`src/rtl/ptw_pkg.sv`:
```
// Shared types and AXI constants for the page-table-walk read responder.
package ptw_pkg;

  // Walk FSM states
  typedef enum logic [1:0] {
    IDLE = 2'd0,
    AR   = 2'd1,
    R    = 2'd2,
    RESP = 2'd3
  } state_t;

  // AXI read response encodings
  localparam logic [1:0] AXI_RESP_OKAY   = 2'b00;
  localparam logic [1:0] AXI_RESP_EXOKAY = 2'b01;
  localparam logic [1:0] AXI_RESP_SLVERR = 2'b10;
  localparam logic [1:0] AXI_RESP_DECERR = 2'b11;

  // Fixed AR attributes for a single 8-byte privileged data beat
  localparam logic [1:0] AXI_BURST_INCR     = 2'b01;
  localparam logic [2:0] AXI_SIZE_8B        = 3'b011;
  localparam logic [2:0] AXI_PROT_PRIV_DATA = 3'b001;

  // PTEs are 8-byte aligned
  localparam int unsigned PTE_ALIGN_BITS = 3;

endpackage

```
`src/rtl/ptw_axi_read_responder.sv`:
```
// Page-table-walk PTE fetch: one TLB request -> one single-beat AXI4 read ->
// one response pulse (or an immediate error for a bad address).
// Optional build macro: PTW_TIMEOUT_EN adds an R-channel wait limit with a
// drain of the late beat before new walks are accepted.
module ptw_axi_read_responder
  import ptw_pkg::*;
#(
  parameter int unsigned DATA_WIDTH     = 64,
  parameter int unsigned ADDR_WIDTH     = 64,
  parameter int unsigned AXI_ADDR_WIDTH = 56,
  parameter int unsigned AXI_ID_WIDTH   = 4,
  parameter int unsigned AXI_ID         = 0,
  parameter int unsigned TIMEOUT_CYCLES = 1024
) (
  input  logic                      CLK,
  input  logic                      RST,
  input  logic                      REQ_VALID,
  input  logic [ADDR_WIDTH-1:0]     REQ_ADDR,
  input  logic                      FLUSH,
  output logic                      BUSY,
  output logic                      RSP_VALID,
  output logic [DATA_WIDTH-1:0]     RSP_DATA,
  output logic                      RSP_ERR,
  output logic                      ARVALID,
  input  logic                      ARREADY,
  output logic [AXI_ADDR_WIDTH-1:0] ARADDR,
  output logic [AXI_ID_WIDTH-1:0]   ARID,
  output logic [7:0]                ARLEN,
  output logic [2:0]                ARSIZE,
  output logic [1:0]                ARBURST,
  output logic [2:0]                ARPROT,
  input  logic                      RVALID,
  output logic                      RREADY,
  input  logic [DATA_WIDTH-1:0]     RDATA,
  input  logic [1:0]                RRESP,
  input  logic                      RLAST
);

  localparam int unsigned TMO_W = 16;
  localparam logic [TMO_W-1:0] TMO_LAST = TMO_W'(TIMEOUT_CYCLES - 1);

  state_t                    state, state_n;
  logic                      arvalid_q, arvalid_n;
  logic [AXI_ADDR_WIDTH-1:0] araddr_q, araddr_n;
  logic                      rready_q, rready_n;
  logic                      rsp_valid_q, rsp_valid_n;
  logic                      rsp_err_q, rsp_err_n;
  logic [DATA_WIDTH-1:0]     rsp_data_q, rsp_data_n;
  logic                      busy_q, busy_n;
  logic                      abort_q, abort_n;
  logic                      addr_bad;
  logic                      beat_err;
  logic                      drain_hold;

`ifdef PTW_TIMEOUT_EN
  logic [TMO_W-1:0] tmo_cnt_q, tmo_cnt_n;
  logic             drain_q, drain_n;

  // A pending drain keeps the block busy and blocks new walks
  assign drain_hold = drain_q;
`else
  logic unused_tmo;

  assign drain_hold = 1'b0;
  assign unused_tmo = ^TMO_LAST;
`endif

  // Request address must be PTE aligned and fit the physical address space
  assign addr_bad = (REQ_ADDR[PTE_ALIGN_BITS-1:0] != '0) ||
                    (REQ_ADDR[ADDR_WIDTH-1:AXI_ADDR_WIDTH] != '0);

  // SLVERR/DECERR or a beat that is not the last one is an access fault
  assign beat_err = (RRESP == AXI_RESP_SLVERR) || (RRESP == AXI_RESP_DECERR) || !RLAST;

  // Next-state and next-output logic
  always_comb begin
    state_n     = state;
    arvalid_n   = arvalid_q;
    araddr_n    = araddr_q;
    rready_n    = rready_q;
    rsp_valid_n = 1'b0;
    rsp_err_n   = 1'b0;
    rsp_data_n  = rsp_data_q;
    abort_n     = abort_q;
    busy_n      = 1'b0;
`ifdef PTW_TIMEOUT_EN
    tmo_cnt_n   = tmo_cnt_q;
    drain_n     = drain_q;
`endif

    unique case (state)
      IDLE: begin
        abort_n = 1'b0;
`ifdef PTW_TIMEOUT_EN
        // Swallow the late beat of a timed-out read
        if (drain_q && RVALID && rready_q) begin
          rready_n = 1'b0;
          drain_n  = 1'b0;
        end
`endif
        if (REQ_VALID && !FLUSH && !drain_hold) begin
          if (addr_bad) begin
            state_n     = RESP;
            rsp_valid_n = 1'b1;
            rsp_err_n   = 1'b1;
            rsp_data_n  = '0;
          end else begin
            state_n   = AR;
            arvalid_n = 1'b1;
            araddr_n  = REQ_ADDR[AXI_ADDR_WIDTH-1:0];
          end
        end
      end

      AR: begin
        if (FLUSH) abort_n = 1'b1;
        if (arvalid_q && ARREADY) begin
          arvalid_n = 1'b0;
          rready_n  = 1'b1;
          state_n   = R;
`ifdef PTW_TIMEOUT_EN
          tmo_cnt_n = '0;
`endif
        end
      end

      R: begin
        if (RVALID && rready_q) begin
          rready_n = 1'b0;
          if (abort_q || FLUSH) begin
            state_n = IDLE;
          end else begin
            state_n     = RESP;
            rsp_valid_n = 1'b1;
            rsp_err_n   = beat_err;
            rsp_data_n  = beat_err ? '0 : RDATA;
          end
        end else begin
          if (FLUSH) abort_n = 1'b1;
`ifdef PTW_TIMEOUT_EN
          if (tmo_cnt_q == TMO_LAST) begin
            drain_n = 1'b1;
            if (abort_q || FLUSH) begin
              state_n = IDLE;
            end else begin
              state_n     = RESP;
              rsp_valid_n = 1'b1;
              rsp_err_n   = 1'b1;
              rsp_data_n  = '0;
            end
          end else begin
            tmo_cnt_n = tmo_cnt_q + 16'd1;
          end
`endif
        end
      end

      RESP: begin
        state_n = IDLE;
      end

      default: begin
        state_n = IDLE;
      end
    endcase

`ifdef PTW_TIMEOUT_EN
    busy_n = (state_n != IDLE) || drain_n;
`else
    busy_n = (state_n != IDLE);
`endif
  end

  // State and registered outputs
  always_ff @(posedge CLK) begin
    if (RST) begin
      state       <= IDLE;
      arvalid_q   <= 1'b0;
      araddr_q    <= '0;
      rready_q    <= 1'b0;
      rsp_valid_q <= 1'b0;
      rsp_err_q   <= 1'b0;
      rsp_data_q  <= '0;
      busy_q      <= 1'b0;
      abort_q     <= 1'b0;
`ifdef PTW_TIMEOUT_EN
      tmo_cnt_q   <= '0;
      drain_q     <= 1'b0;
`endif
    end else begin
      state       <= state_n;
      arvalid_q   <= arvalid_n;
      araddr_q    <= araddr_n;
      rready_q    <= rready_n;
      rsp_valid_q <= rsp_valid_n;
      rsp_err_q   <= rsp_err_n;
      rsp_data_q  <= rsp_data_n;
      busy_q      <= busy_n;
      abort_q     <= abort_n;
`ifdef PTW_TIMEOUT_EN
      tmo_cnt_q   <= tmo_cnt_n;
      drain_q     <= drain_n;
`endif
    end
  end

  // A flush landing on the response cycle cancels the pulse
  assign RSP_VALID = rsp_valid_q && !FLUSH;
  assign RSP_ERR   = rsp_err_q;
  assign RSP_DATA  = rsp_data_q;
  assign BUSY      = busy_q;
  assign ARVALID   = arvalid_q;
  assign ARADDR    = araddr_q;
  assign RREADY    = rready_q;

  // Fixed single-beat read attributes
  assign ARID    = AXI_ID_WIDTH'(AXI_ID);
  assign ARLEN   = 8'd0;
  assign ARSIZE  = AXI_SIZE_8B;
  assign ARBURST = AXI_BURST_INCR;
  assign ARPROT  = AXI_PROT_PRIV_DATA;

endmodule
```
`config.mk`:
```
export PLATFORM = sky130hd
export DESIGN_NAME = ptw_axi_read_responder
export DESIGN_NICKNAME = d
export VERILOG_FILES = /design/src/rtl/ptw_pkg.sv /design/src/rtl/ptw_axi_read_responder.sv
export SDC_FILE = /design/constraint.sdc
export NUM_CORES = 1
export LEC_CHECK = 0
export ABC_CLOCK_PERIOD_IN_PS = 2350
export CORE_MARGIN = 4
export CORE_UTILIZATION = 24
export DETAILED_ROUTE_END_ITERATION = 16
export HOLD_SLACK_MARGIN = 0.05
export PLACE_DENSITY = 0.6
export SLEW_MARGIN = 40
export SYNTH_ARGS = -nofsm -noshare
export SYNTH_HDL_FRONTEND = slang
export SYNTH_SLANG_ARGS = --single-unit
```
`constraint.sdc`:
```
create_clock -name CLK -period 2.35 [get_ports CLK]
set_input_delay 0.47 -clock CLK [delete_from_list [all_inputs] [get_ports CLK]]
set_output_delay 0.47 -clock CLK [all_outputs]
set_load 0.02 [all_outputs]
```
==> impl_metrics.ini <==
[grt]
grt.overflow.total = 0
grt_pass1_wl_mm = 24.0
grt_util_all_layers_pct = 12.1
grt_max_degree = 128
antenna_found_initial = 0
grt_pass1_vias = 4629

[clock_tree]
cts_setup_buffers = 0
postCtsHoldBufs = 0
htree_levels = 4
numCtsBuffers = 17
cts_sinks = 128
path_clk_slew_ns = 0.05
clockBufferDepth = 2
cts.root.buffer_cell = clkbuf_16
clock_latency_ns = 0.41
ctsResizeCount = 0
cts_tree = built

[sta]
whs_ns = 0.470
slew_headroom_pct = 65.7
fin_skew_ns = 0.00879
finalCritPeriodShare_pct = 92.7
hold_viol_final = 0
fin_ws_ns = 0.171
final.setup.tns_ns = 0
grt_setup_unrepaired = false
worstMarginPinSlew_ns = 0.514
slew_violations = 0
final-setup-viol-count = 0
finalCriticalPeriod_ns = 2.18
max_freq_mhz = 459

[drt]
routed_via_density = 4.10
drt_iter0_drc = 112
drt-total-wl_mm = 15.6
ant_nets = 0
drc = 0
dr_total_vias = 4523
routedWlPerCell_um = 14.1
dr.pass1.iters = 4

[min_path]
min_path_cells = 2
hp-start = RSP_DATA[14]$_SDFFE_PP0P_
hp-class = register to register
holdPathEnd = RSP_DATA[14]$_SDFFE_PP0P_

[layout]
final_util_pct = 40.5
fin_cells = 1103
n_antenna_cell = 0
final_area_um2 = 8930
final_common_cell = clkdlybuf4s50_1
drive_gt1_share_pct = 8.02
n_fill_cell = 2175
mostFrequentLayoutCells = 259 x clkdlybuf4s50_1, 128 x dfxtp_1, 117 x mux2i_1
area_delta_synth_final_pct = 64.4
fin_nets = 952

[placed_design]
dp_hpwl_mm = 11.2
dp_slack_ns = -0.0330
place_inst = 1071
port_buffers = 260
gp_congestion = 0.741
placed_area_um2 = 8350

[power]
ir_drop_v = 0.000377
p_total_mw = 6.26
leakage_nw = 3.63
power-per-cell-area_nw_per_um2 = 701

[synthesis]
ys.flop_type = dfxtp_1
seq_area_frac_synth_pct = 47.2
async_flop_share_pct = 0
syn_area_um2 = 5430
syn_area_per_cell_um2 = 10.1
synth.distinct_cells = 36
ys.warnings.count = 0
synthCells = 539
synth-edff-count = 0
synth_seq_cells = 128

[outcome]
outcome = finished, final reports clean

[setup_path]
reg2reg_depth = 8
start_kind = input port
cpMostUsedCell = clkdlybuf4s50_1
cp_data_arrival_time_ns = 1.71
r2r_start = state[0]$_SDFF_PP0_
cp_max_fo = 5
crit_buf_inv = 2
r2r_end = RSP_DATA[57]$_SDFFE_PP0P_
cp_top_family = buffers and inverters
setup.worst_path.end_class = primary output
critical_path_depth = 3
cp.required_ns = 1.88
max_stage_delay_ns = 0.61
r2r_slack_ns = 0.27
crit_chain = clkdlybuf4s50_1 > nor2b_1 > clkdlybuf4s50_1
cp_slowest_cell = clkdlybuf4s50_1
worstSetupPathType = input port to primary output

[floorplanning]
die_area_um2 = 25100
num_rows = 54
die-width_um = 158
ioPinCount = 282
fp.dieH_um = 158
start_util_pct = 24.6
core_area_um2 = 22000

[flow_run]
drv_cap = 0
## routing by layer
metal / global-route usage [%] / share of wire (%) / routed length (um) / up-vias
met3: 6.55 / 12 / 1870 / 8
met1: 13.7 / 42 / 6570 / 2042
li1: - / - / - / 2281
met2: 19.8 / 45 / 6960 / 192
met5: 0 / 0 / 0 / -
met4: 3.41 / 1.0 / 158 / 0
## state kept, by name, indices dropped and copies added (netlist names)
signal,flops
rsp_valid_q,1
RREADY,1
RSP_DATA,64
state,2
BUSY,1
RSP_ERR,1
abort_q,1
ARVALID,1
ARADDR,56
## power breakdown
| part | leakage (nW) | internal (mW) | switching (mW) |
|---|---|---|---|
| Sequential | 1.03 | 2.22 | 0.0361 |
| Combinational | 2.32 | 0.779 | 0.652 |
| Clock | 0.276 | 1.55 | 1.02 |
## final cells by class
type	instances	area (um2)	share of cell area (%)
inverters	4	15.0	0.168
clock inverters	11	106	1.19
well taps	280	350	3.92
clock buffers	21	470	5.27
flip-flops and latches	128	2560	28.7
repair buffers	288	2910	32.6
multi-input cells	371	2510	28.1
## tightest hold or removal path: stages (launching register included)
cell      delay (ns)
dfxtp_1         0.30
nand2b_1        0.06
mux2i_1         0.06
## cell families after synthesis
group | synth area share (%)
simple gates | 19.4
compound gates | 2.70
flops | 47.2
mux | 21.6
fa+ha+maj | 1.15
buf+inv | 7.88
other cells | 0.138
## synth_stat cells (2+ instances only)
library cell | number | share of area, %
dfxtp_1 | 128 | 47
mux2i_1 | 117 | 22
nand2_1 | 66 | 4.6
nand2b_1 | 66 | 7.6
nor2_1 | 56 | 3.9
buf_4 | 25 | 3.5
clkbuf_1 | 20 | 1.4
buf_12 | 7 | 2.6
a21oi_1 | 5 | 0.46
ha_1 | 5 | 1.2
and3b_1 | 4 | 0.65
inv_1 | 4 | 0.28
nand3_1 | 3 | 0.28
a211oi_1 | 2 | 0.28
a221oi_1 | 2 | 0.32
and3_1 | 2 | 0.23
buf_2 | 2 | 0.18
conb_1 | 2 | 0.14
nand4_1 | 2 | 0.23
nor2b_1 | 2 | 0.23
nor3_1 | 2 | 0.18
nor4_4 | 2 | 0.78
o21ai_1 | 2 | 0.18
## how the worst max path moves through the flow
stage	slack, ns	endpoint	startpoint
global route	0.11	RSP_VALID	FLUSH
global placement	-0.005	RSP_DATA[12]$_SDFFE_PP0P_	REQ_ADDR[60]
floorplan	0.57	RSP_DATA[0]$_SDFFE_PP0P_	state[0]$_SDFF_PP0_
CTS	0.16	RSP_VALID	FLUSH
detailed placement	-0.03	RSP_DATA[12]$_SDFFE_PP0P_	REQ_ADDR[61]
finish	0.17	RSP_VALID	FLUSH
Note: power is estimated with default switching activity, not from simulation.
